==> src/rtl/dmem_arbiter.sv <==
// ----------------------------------------------------------------------------
// dmem_arbiter
//   Shares one data memory (async read, sync write) between two requesters:
//   m0 = CPU load/store port, m1 = host/loader port. At most one access is
//   performed per cycle. Conflicts are resolved round-robin, and the first
//   conflict after reset goes to m0. Read data returns registered, one cycle
//   after the grant, together with a per-port valid strobe.
//
// Optional feature (macro DMEM_ARB_LOCK_EN):
//   - Adds the m0_lock and m1_lock inputs and the MAX_HOLD parameter.
//   - A locked grant gives that port exclusive ownership for up to MAX_HOLD
//     consecutive grants.
//   - With the macro undefined, the block is a pure round-robin arbiter.
//
// Ports
//   clk, rst_n                 clock, async active-low reset
//   mN_req/we/addr/wd          request, write enable, word address, write data
//   mN_gnt                     access performed this cycle (combinational)
//   mN_rvalid/mN_rd            registered read data and its valid strobe
//   mem_a/mem_wd/mem_we        to dmem port a
//   mem_rd                     from dmem (async read data)
//   mN_lock                    lock request (DMEM_ARB_LOCK_EN only)
// ----------------------------------------------------------------------------
module dmem_arbiter #(
    parameter int AW     = 16,
    parameter int DATA_W = 32
`ifdef DMEM_ARB_LOCK_EN
    ,
    parameter int MAX_HOLD = 8
`endif
) (
    input  logic              clk,
    input  logic              rst_n,
    input  logic              m0_req,
    input  logic              m0_we,
    input  logic [AW-1:0]     m0_addr,
    input  logic [DATA_W-1:0] m0_wd,
    output logic              m0_gnt,
    output logic              m0_rvalid,
    output logic [DATA_W-1:0] m0_rd,
    input  logic              m1_req,
    input  logic              m1_we,
    input  logic [AW-1:0]     m1_addr,
    input  logic [DATA_W-1:0] m1_wd,
    output logic              m1_gnt,
    output logic              m1_rvalid,
    output logic [DATA_W-1:0] m1_rd,
    output logic [AW-1:0]     mem_a,
    output logic [DATA_W-1:0] mem_wd,
    output logic              mem_we,
    input  logic [DATA_W-1:0] mem_rd
`ifdef DMEM_ARB_LOCK_EN
    ,
    input  logic              m0_lock,
    input  logic              m1_lock
`endif
);

    // 0 = m0 was granted last, 1 = m1 was granted last
    logic last_gnt;
    // Effective ownership this cycle
    logic own0, own1;

`ifdef DMEM_ARB_LOCK_EN
    localparam int HW = $clog2(MAX_HOLD + 1);
    localparam logic [1:0] ST_IDLE = 2'd0;
    localparam logic [1:0] ST_OWN0 = 2'd1;
    localparam logic [1:0] ST_OWN1 = 2'd2;

    logic [1:0]    state;
    logic [HW-1:0] hold_cnt;

    // Ownership only applies while the owner keeps its lock asserted.
    // Dropping the lock releases the memory in the same cycle.
    assign own0 = (state == ST_OWN0) && m0_lock;
    assign own1 = (state == ST_OWN1) && m1_lock;
`else
    assign own0 = 1'b0;
    assign own1 = 1'b0;
`endif

    // Grant selection and memory port mux
    always_comb begin
        m0_gnt = 1'b0;
        m1_gnt = 1'b0;
        if (!rst_n) begin
            m0_gnt = 1'b0;
            m1_gnt = 1'b0;
        end else if (own0) begin
            m0_gnt = m0_req;
        end else if (own1) begin
            m1_gnt = m1_req;
        end else if (m0_req && (!m1_req || last_gnt)) begin
            m0_gnt = 1'b1;
        end else if (m1_req) begin
            m1_gnt = 1'b1;
        end

        mem_a  = '0;
        mem_wd = '0;
        mem_we = 1'b0;
        if (m0_gnt) begin
            mem_a  = m0_addr;
            mem_wd = m0_wd;
            mem_we = m0_we;
        end else if (m1_gnt) begin
            mem_a  = m1_addr;
            mem_wd = m1_wd;
            mem_we = m1_we;
        end
    end

    // Round-robin history and registered read return
    always_ff @(posedge clk or negedge rst_n) begin
        if (!rst_n) begin
            last_gnt  <= 1'b1;
            m0_rvalid <= 1'b0;
            m1_rvalid <= 1'b0;
            m0_rd     <= '0;
            m1_rd     <= '0;
        end else begin
            if (m0_gnt) begin
                last_gnt <= 1'b0;
            end else if (m1_gnt) begin
                last_gnt <= 1'b1;
            end
            m0_rvalid <= m0_gnt && !m0_we;
            m1_rvalid <= m1_gnt && !m1_we;
            if (m0_gnt && !m0_we) begin
                m0_rd <= mem_rd;
            end
            if (m1_gnt && !m1_we) begin
                m1_rd <= mem_rd;
            end
        end
    end

`ifdef DMEM_ARB_LOCK_EN
    // Lock FSM. hold_cnt counts grants already given during the current
    // ownership. A forced exit leaves last_gnt pointing at the owner,
    // so the other port wins the next conflict.
    always_ff @(posedge clk or negedge rst_n) begin
        if (!rst_n) begin
            state    <= ST_IDLE;
            hold_cnt <= '0;
        end else if (own0 || own1) begin
            if (m0_gnt || m1_gnt) begin
                if (hold_cnt == HW'(MAX_HOLD - 1)) begin
                    state    <= ST_IDLE;
                    hold_cnt <= '0;
                end else begin
                    hold_cnt <= hold_cnt + 1'b1;
                end
            end
        end else if (m0_gnt && m0_lock && (MAX_HOLD > 1)) begin
            state    <= ST_OWN0;
            hold_cnt <= HW'(1);
        end else if (m1_gnt && m1_lock && (MAX_HOLD > 1)) begin
            state    <= ST_OWN1;
            hold_cnt <= HW'(1);
        end else begin
            state    <= ST_IDLE;
            hold_cnt <= '0;
        end
    end
`endif

endmodule

==> config.mk <==
export PLATFORM = sky130hd
export DESIGN_NAME = dmem_arbiter
export DESIGN_NICKNAME = d
export VERILOG_FILES = /design/src/rtl/dmem_arbiter.sv
export SDC_FILE = /design/constraint.sdc
export NUM_CORES = 1
export LEC_CHECK = 0
export CELL_PAD_IN_SITES_DETAIL_PLACEMENT = 0
export CELL_PAD_IN_SITES_GLOBAL_PLACEMENT = 1
export CORE_MARGIN = 2
export CORE_UTILIZATION = 23
export DETAILED_ROUTE_END_ITERATION = 10
export PLACE_DENSITY_LB_ADDON = 0.1
export SLEW_MARGIN = 20
export SYNTH_ARGS = -nofsm -noshare
export SYNTH_HDL_FRONTEND = slang
export SYNTH_SLANG_ARGS = --single-unit
==> constraint.sdc <==
create_clock -name clk -period 2.25 [get_ports clk]
set_clock_uncertainty 0.1 [all_clocks]
set_input_delay 0.3375 -clock clk [delete_from_list [all_inputs] [get_ports clk]]
set_output_delay 0.3375 -clock clk [all_outputs]
set_load 0.01 [all_outputs]
==> impl_metrics.ini <==
[final_layout]
drive_gt1_share_pct = 28.9
layout_common_cells = clkdlybuf4s50_1, dfrtp_1, mux2_2, a22o_1, buf_2
finalNetCount = 603
synthToLayoutAreaGrowth_pct = 105
n_antenna_cell = 0
final_cells = 646
post-route-util_pct = 48.5
final_area_um2 = 6170
layout_commonest_cell = clkdlybuf4s50_1

[clock_network]
root_buffer = clkbuf_16
cts_buffers = 9
clk_latency_ns = 0.32
clk_pin_slew_ns = 0.06
cts_tree = built
max-clock-path-buffers = 2
ctsHoldBuffers = 0
cts.htree.levels = 3
clkSinkCount = 67

[routing]
drt_wl_total_mm = 12.1
vias = 2835
wl_per_cell_um = 18.7
vias_per_cell = 4.39
drc = 0
first_pass_iters = 4
drtIter0Drc = 74
ant_nets = 0

[placed_design]
gp_congestion = 0.845
io_buffers = 250
dp.cells = 626
dp_hpwl_mm = 9.10
dpl_cell_area_um2 = 5820

[pwr]
pwr_density_cell_nw_per_um2 = 805
leakage_nw = 2.82
ir_drop_mv = 0.573

[critical_path]
ff2ff_path_depth = 4
worstPathMaxFanout = 16
cp-end-kind = primary output
path_cells = inv_4 -> a21oi_4 -> buf_6 -> buf_8 -> clkbuf_16 -> a22o_1 -> buf_2
crit_arrival_ns = 1.80
cp-start-kind = flip-flop
cp.required_ns = 1.81
slowest_stage = dfstp_2
crit_type = reg2out
cp_slowest_stage_delay_ns = 0.55

[sta]
slew_viol_final = 0
final_hold_viol_count = 0
slew_headroom_pct = 42.8
worstMarginPinSlew_ns = 0.858
max_freq_ghz = 0.446
fin_crit_sh_pct = 99.6
rsz0062_at_grt = yes
fin_crit_ns = 2.24
whs_ns = 0.162
setup_violations = 0

[floorplan]
start_util_pct = 23.7
core_um2 = 12700
die_area_um2 = 14000
io_pins = 251
die_x_um = 118
die_y_um = 118
rows = 41

[run_status]
status = completed

[grt]
grt_max_degree = 68
grt_pass1_vias = 2938
grt_pass1_wl_mm = 17.6
antenna_found_initial = 0
grt_usage_pct = 16.3
overflow = 0

[worst_hold_path]
hold_class = in2async

[yosys]
synth_warnings = 0
ys_ff_latch = 67
netlist_area_um2 = 3010
avgSynthCellArea_um2 = 14.7
syn_inst = 205
syn_nets = 339
synth_cell_types = 13
yosysSeqAreaShare_pct = 55.7

[run]
max_cap_violations = 0
==> Yosys cell counts <==
cell type   n  area, um2
clkbuf_1    4       15.0
dfstp_2     1       26.3
dfrtp_1    66       1650
nand2_1     3       11.3
a211oi_4    2       40.0
inv_1       1       3.75
a21oi_1     2       10.0
buf_6       6       67.6
mux2_2     62        698
buf_2       6       30.0
a22o_1     49        429
o21ai_0     1       5.00
mux2_1      2       22.5
==> where the power goes <==
group	switching [mW]	total, mW	internal [mW]	leakage (nW)
Combinational	0.601	1.69	1.08	1.85
Sequential	0.146	1.65	1.51	0.797
Clock	0.515	1.63	1.11	0.173
Total	1.26	4.97	3.70	2.82
==> per-layer routing <==
layer	track usage, %	share of wire, %	vias to the layer above
li1	-	-	1316
met1	18.4	40	1396
met2	28.8	51	116
met3	6.71	8.3	7
met4	3.57	0.77	0
met5	0	0	-
==> cell families (layout without fill, tap and decap cells) <==
group | count (synthesis) | count (layout) | share of synthesized area (%)
flip-flops | 67 | 67 | 55.7
AO/OA/AOI/OAI | 54 | 54 | 16.1
buffers and inverters | 17 | 286 | 3.86
multiplexers | 64 | 64 | 23.9
AND/OR/NAND/NOR | 3 | 3 | 0.374
==> repair_timing <==
item / CTS / global route
buffers inserted: 0 / 2
endpoints found under the setup margin: 51 / 49
gates cloned: 0 / 2
pin swaps: 0 / 4
hold endpoints to repair: 0 / 0
resized for setup: 36 / 123
==> per-stage QoR <==
| stage | TNS, ns | power (mW) | worst slack, ns |
|---|---|---|---|
| floorplan | 0 | 2.25 | 0.422 |
| global placement | -11.96 | 3.39 | -0.266 |
| detailed placement | -12.21 | 3.40 | -0.273 |
| CTS | -4.49 | 5.03 | -0.285 |
| global route | -1.20 | 5.23 | -0.0612 |
| finish | 0 | 4.97 | 0.00888 |
==> path summary, 6_finish.rpt <==
check | start | endpoint | slack, ns
setup / recovery | last_gnt | mem_wd[19] | 0.009
hold / removal | rst_n | m1_rd[14] | 0.16
setup reg to reg | last_gnt | m0_rd[11] | 0.54
hold reg to reg | m0_rd[28] | m0_rd[28] | 0.39
max in group asynchronous | rst_n | m0_rd[14] | 1.31
min in group clk | m0_rd[28] | m0_rd[28] | 0.39
==> sequential cells by signal, summed over array words and instances (netlist names) <==
signal     count
m0_rvalid      1
m0_rd         32
last_gnt       1
m1_rd         32
m1_rvalid      1
==> final cells by class <==
class	instances	area (um2)
sequential	67	1680
inverter	1	6.26
clock inverter	6	113
tap	172	215
fill	1210	6560
timing repair buffer	269	2680
clock buffer	10	239
multi-input combinational	121	1240
==> critical path: cells and delay by family, from the launching register on <==
family,cells,cell delay (ns)
DFF,1,0.55
AOI/OAI and AO/OA,2,0.33
buffers and inverters,5,0.59
Power figures use the tool's default switching activity.
==> variant 1, RTL diff (same settings) <==
Add a define of `DMEM_ARB_LOCK_EN`.
--- a/src/rtl/dmem_arbiter.sv
+++ b/src/rtl/dmem_arbiter.sv
@@ -22,4 +22,6 @@
 //   mN_lock                    lock request (DMEM_ARB_LOCK_EN only)
 // ----------------------------------------------------------------------------
+`define DMEM_ARB_LOCK_EN
+
 module dmem_arbiter #(
     parameter int AW     = 16,
Ports: changed (added m0_lock and m1_lock); port bits go from 251 to 253. No check against the original RTL was run, so the function may have changed too.
==> variant 1 against the unedited design <==
Power rose by 13%; largest power group unchanged; via count rose by 21%; critical path type unchanged; wire length rose by 21%; non-clock buffer count rose by 40; synthesized cell count rose by 21%; count of clock-buffer cells in the layout did not move; utilization rose by 1.7 points; setup slack got worse by 110 ps; sequential share of layout area fell by 1.9 points; sequential cell count rose by 6; the run now ends with setup timing left; area after synthesis rose by 12%; final area rose by 17%.
==> variant 1: results (changes against the unedited design) <==
- Layout cells sized above 1: 35.43% (+6.5 points)
- P_leak: 3.177 nW (+13%)
- Routed WL: 14.64 mm (+21%)
- GR Util met3: 5.563% (-1.1 points)
- Worst slack at placement: -658.0 ps (-385.3 ps)
- TritonCTS buffer count: 9 (unchanged)
- Most frequent cells after synthesis: 72 x dfrtp_1, 49 x a22o_1, 35 x mux2_2
- Global-route usage over all layers: 18.30% (+2.0 points)
- DR iter-0 viols: 105 (+42%)
- Root Buffer: clkbuf_16
- First-pass GRT wire length: 21.71 mm (+23%)
- Slowest stage delay, CP: 540 ps
- RePlAce Congestion: 0.8669 (+2.6%)
- Hold Path Class: input port to async pin
- Vias in the first global route: 3701 (+26%)
- Slowest cell on crit path: dfstp_2
- Hold-fix buffers at CTS: 1 (+1)
- Failing checks: setup timing
- Longest Clk Path Bufs: 2 (unchanged)
- Mux contribution to synthesized area: 21.98% (-2.0 points)
- Clock transition at path regs: 60 ps (about the same)
- Yosys warnings: 0 (unchanged)
- Ant diodes: 0 (unchanged)
- Crit Path Max Fanout: 4 (-12)
- Synth top area cells: dfrtp_1 53%, a22o_1 13%, mux2_2 12%
- Met2 usage: 33.66% (+4.8 points)
- Distinct cells, synth: 31 (+18)
- Arrival time worst endpoint: 1910 ps (+110 ps)
- H-Tree Depth: 3 (unchanged)
- Initial antenna violation count: 1 (+1)
- Final Non-Filler Cells: 740 (+15%)
- Status: complete, but fails checks
- Vias post-DR: 3424 (+21%)
- Placed Cells: 689 (+10%)
- Setup_tns: -3930 ps (-3930 ps)
- Placed Area: 0.006282 mm2 (+7.9%)
- Number of I/O port buffers: 252 (+0.80%)
- P_int: 4.176 mW (+13%)
- Peak supply drop: 0.0003892 V (-32%)
- Syn Nets: 386 (+14%)
- Slew HR: 50.08% (+7.3 points)
- Sequential fraction of the synthesis area: 54.25% (-1.5 points)
- Top Registers: m0_rd (32), m1_rd (32), hold_cnt (4)
- FFs w/ async S/R, synth: 100.0% (unchanged)
- DP Wirelength: 10.41 mm (+14%)
- GRT met1 Usage: 18.97% (+0.56 points)
- Clock Latency Late Sink: 330 ps
- PnR worst setup slack: -102.3 ps (-111.2 ps)
- Cells after synthesis: 249 (+21%)
- DRT Pass-1 Iters: 4 (unchanged)
- Pin count of the biggest net entering global routing: 59 (-13%)
- Post-CTS sizing: 278 (+670%)
- Post-Synth Adder-Cell Area: 0.3713% (+0.37 points)
- Post-synthesis compound-gate area fraction: 16.38% (+0.29 points)
- CP delay by family, top: flip-flops
- Post-CTS Setup Bufs: 23 (+23)
- XOR/XNOR Fraction of Synth Area: 0% (unchanged)
- Setup Viol. Count Final: 57 (+57)
[variant 1: changes by cell type after synthesis, sizes merged, moves of 2 or more]
cell / change
nand2: +5
nand3b: +5
nor2b: +2
clkbuf: +6
dfrtp: +6
nand4: +2
buf: -5
o21ai: +2
mux2i: +2
nor2: +5
o22ai: +3
[variant 1: cells by family after synthesis]
| family | Yosys count |
|---|---|
| AOI/OAI and AO/OA | 64 |
| adders and majority gates | 1 |
| buffers and inverters | 19 |
| DFF | 73 |
| muxes | 66 |
| and+or+nand+nor | 26 |
[variant 1: path summary, 6_finish.rpt]
check	start	end	slack, ps	cells past startpoint
min reg2reg	m0_rd[3]	m0_rd[3]	400	1
max in group asynchronous	rst_n	last_gnt	1250	4
min in group clk	m0_lock	state[0]	320	3
max	last_gnt	mem_a[1]	-100	8
max reg2reg	state[0]	m1_rd[10]	-20	9
min	rst_n	m0_rd[14]	90	2
[variant 1: power by group through the flow]
stage	sequential, mW	clock [mW]	combinational (mW)
after global routing	1.89	1.73	2.28
after floorplan	2.00	0	0.475
after CTS	1.84	1.69	2.12
after global placement	1.83	0	1.91
after detailed placement	1.85	0	1.92
final	1.84	1.63	2.16
[variant 1: metal layers]
metal	share of wire, %	routed length (um)	up-vias
met5	0.089	13	-
met4	4.3	629	2
met3	7.7	1126	29
met2	52	7570	182
met1	36	5300	1648
li1	-	-	1563
[variant 1: through the flow]
stage	utilization [%]	power, mW
floorplan	-	2.473
global placement	43.55	3.747
detailed placement	43.55	3.769
CTS	49.25	5.648
global route	50.14	5.898
finish	50.14	5.626
[variant 1: final cells by class]
cell class	instances	area, um2
Sequential cell	73	1829
Inverter	2	7.507
Timing Repair Buffer	309	3198
Clock inverter	5	103.9
Fill cell	1318	7192
Tap cell	184	230.2
Multi-Input combinational cell	157	1624
Clock buffer	10	239.0
==> variant 2, RTL diff (same settings) <==
Without the edit above. `DATA_W`: 32 -> 48.
--- a/src/rtl/dmem_arbiter.sv
+++ b/src/rtl/dmem_arbiter.sv
@@ -24,5 +24,5 @@
 module dmem_arbiter #(
     parameter int AW     = 16,
-    parameter int DATA_W = 32
+    parameter int DATA_W = 48
 `ifdef DMEM_ARB_LOCK_EN
     ,
Interface: changed (6 resized); port bits go from 251 to 347. No check against the original RTL was run, so the function may have changed too.
==> variant 2 against the unedited design <==
The run now ends with setup timing left; power grew 37%; setup slack got worse by 87 ps; utilization down 1.4 points; wire length up 54%; final area rose by 42%; synthesized cell count increased by 43%; area after synthesis up 43%; hold slack better by 100 ps; first-iteration DRC count up 140%; sequential cell count is 32 higher; die area is 42% higher; clock power increased by 11%; largest cell class unchanged; largest power group unchanged.
==> variant 2: results (changes against the unedited design) <==
- Min-delay src: rst_n
- XOR/XNOR Fraction of Synth Area: 0% (unchanged)
- Peak supply drop: 0.0005162 V (-9.9%)
- Clock transition at path regs: 70 ps
- Layout cells sized above 1: 31.09% (+2.2 points)
- Clock Latency Late Sink: 350 ps (+30 ps)
- DP Wirelength: 13.54 mm (+49%)
- Global-route usage over all layers: 17.99% (+1.7 points)
- First-pass GRT wire length: 26.89 mm (+53%)
- Syn Nets: 475 (+40%)
- WL/cell: 20.70 um (+10%)
- FFs w/ async S/R, synth: 100.0% (unchanged)
- P_leak: 3.720 nW (+32%)
- Yosys warnings: 0 (unchanged)
- Critical path origin: last_gnt
- Post-Synth Adder-Cell Area: 0% (unchanged)
- Post-synthesis compound-gate area fraction: 14.12% (-2.0 points)
- Synth top area cells: dfrtp_1 57%, mux2_2 20%, a22o_1 13%
- Mux contribution to synthesized area: 25.04% (+1.1 points)
- RePlAce Congestion: 0.7705 (-8.8%)
- Longest Clk Path Bufs: 2 (unchanged)
- Most frequent cells after synthesis: 98 x dfrtp_1, 78 x mux2_2, 65 x a22o_1
- Status: complete, but fails checks
- Number of I/O port buffers: 346 (+38%)
- Slew HR: 42.53% (-0.30 points)
- Root Buffer: clkbuf_16
- Placed Area: 0.008138 mm2 (+40%)
- Arrival time worst endpoint: 1890 ps (+90 ps)
- DRT Pass-1 Iters: 4 (unchanged)
- Net switching power: 1.845 mW (+46%)
- Ant diodes: 0 (unchanged)
- Setup Viol. Count Final: 25 (+25)
- Fill count: 1679 (+39%)
- Reg2reg setup slack: 370 ps (-170 ps)
- Ys flop type: dfrtp_1
- Initial antenna violation count: 0 (unchanged)
- Vias in the first global route: 4297 (+46%)
- Distinct cells, synth: 14 (+1)
- Nets: 846 (+40%)
- Cells after synthesis: 293 (+43%)
- H-Tree Depth: 3 (unchanged)
- DR iter-0 viols: 176 (+140%)
- PnR worst setup slack: -78.27 ps (-87.15 ps)
- Pin count of the biggest net entering global routing: 68 (unchanged)
- DR vias/cell: 4.489 (+2.3%)
- Sequential fraction of the synthesis area: 57.42% (+1.7 points)
- Top Registers: m0_rd (48), m1_rd (48)
- Placed Cells: 864 (+38%)
- Hold Path Class: input port to register
- Failing checks: setup timing
- TritonCTS buffer count: 9 (unchanged)
- Crit Path Max Fanout: 6 (-10)
- Vias post-DR: 4054 (+43%)
## variant 2: cell types whose count changed after synthesis, sizes merged
cell / delta
a22o: +16
dfrtp: +32
buf: +8
mux2: +32
## variant 2: worst paths after layout
check                       endpoint  cells past startpoint
max                         mem_a[3]                      9
min                         last_gnt                      3
max reg2reg                m0_rd[16]                      5
min reg2reg                m1_rd[38]                      1
max in group asynchronous  m0_rd[30]                      4
min in group asynchronous   m0_rd[7]                      3
## variant 2: power groups by stage
stage | clock [mW] | combinational (mW) | sequential, mW
finish | 1.81 | 2.54 | 2.45
detailed placement | 0 | 2.49 | 2.48
global route | 1.95 | 2.69 | 2.51
global placement | 0 | 2.48 | 2.45
CTS | 1.88 | 2.53 | 2.46
floorplan | 0 | 0.604 | 2.68
## variant 2: layout make-up
cell class	count	area share, %
Timing Repair Buffer	384	44.00
Sequential cell	99	28.34
Multi-Input combinational cell	169	20.24
Tap cell	234	3.347
Clock buffer	11	2.775
Clock inverter	5	1.230
Inverter	1	0.07152
## variant 2: logic make-up after synthesis
group / after synthesis
buf+inv: 25
mux: 96
compound gates: 70
simple gates: 3
flops: 99
## variant 2: routing by layer
| layer | vias to the layer above | part of all wire (%) | wire (um) | GRT usage (%) |
|---|---|---|---|---|
| met3 | 15 | 8.2 | 1537 | 7.031 |
| met1 | 2000 | 43 | 8085 | 22.82 |
| li1 | 1860 | - | - | - |
| met2 | 179 | 48 | 8884 | 29.35 |
| met4 | 0 | 0.97 | 181 | 3.579 |
| met5 | - | 0 | 0 | 0 |
## variant 2: critical path: stages (launching register included)
cell,delay (ps)
dfstp_2,550
inv_4,40
a21oi_4,160
buf_12,130
buf_12,100
buf_12,110
buf_16,120
buf_6,90
a22o_1,130
buf_6,100
## variant 2: per-stage QoR
stage                     hold slack (ps)  setup slack (ps)  setup TNS, ps  utilization [%]
final                               265.4            -78.27         -814.7            47.08
after global routing                285.6            -147.6          -3516            47.08
after CTS                           259.1            -102.6          -1295            46.16
after detailed placement            186.0            -419.5         -20910            43.80
after global placement              190.3            -410.7         -20470            43.80
after floorplan                    -58.09             467.6              0                -
## variant 2: timing repair
action / CTS / global route
buffers inserted: 13 / 2
resized for setup: 280 / 22
endpoints found under the setup margin: 67 / 65
hold buffers: 1 / 0
gates cloned: 6 / 2
pin swaps: 24 / 13
endpoints found under the hold margin: 31 / 0
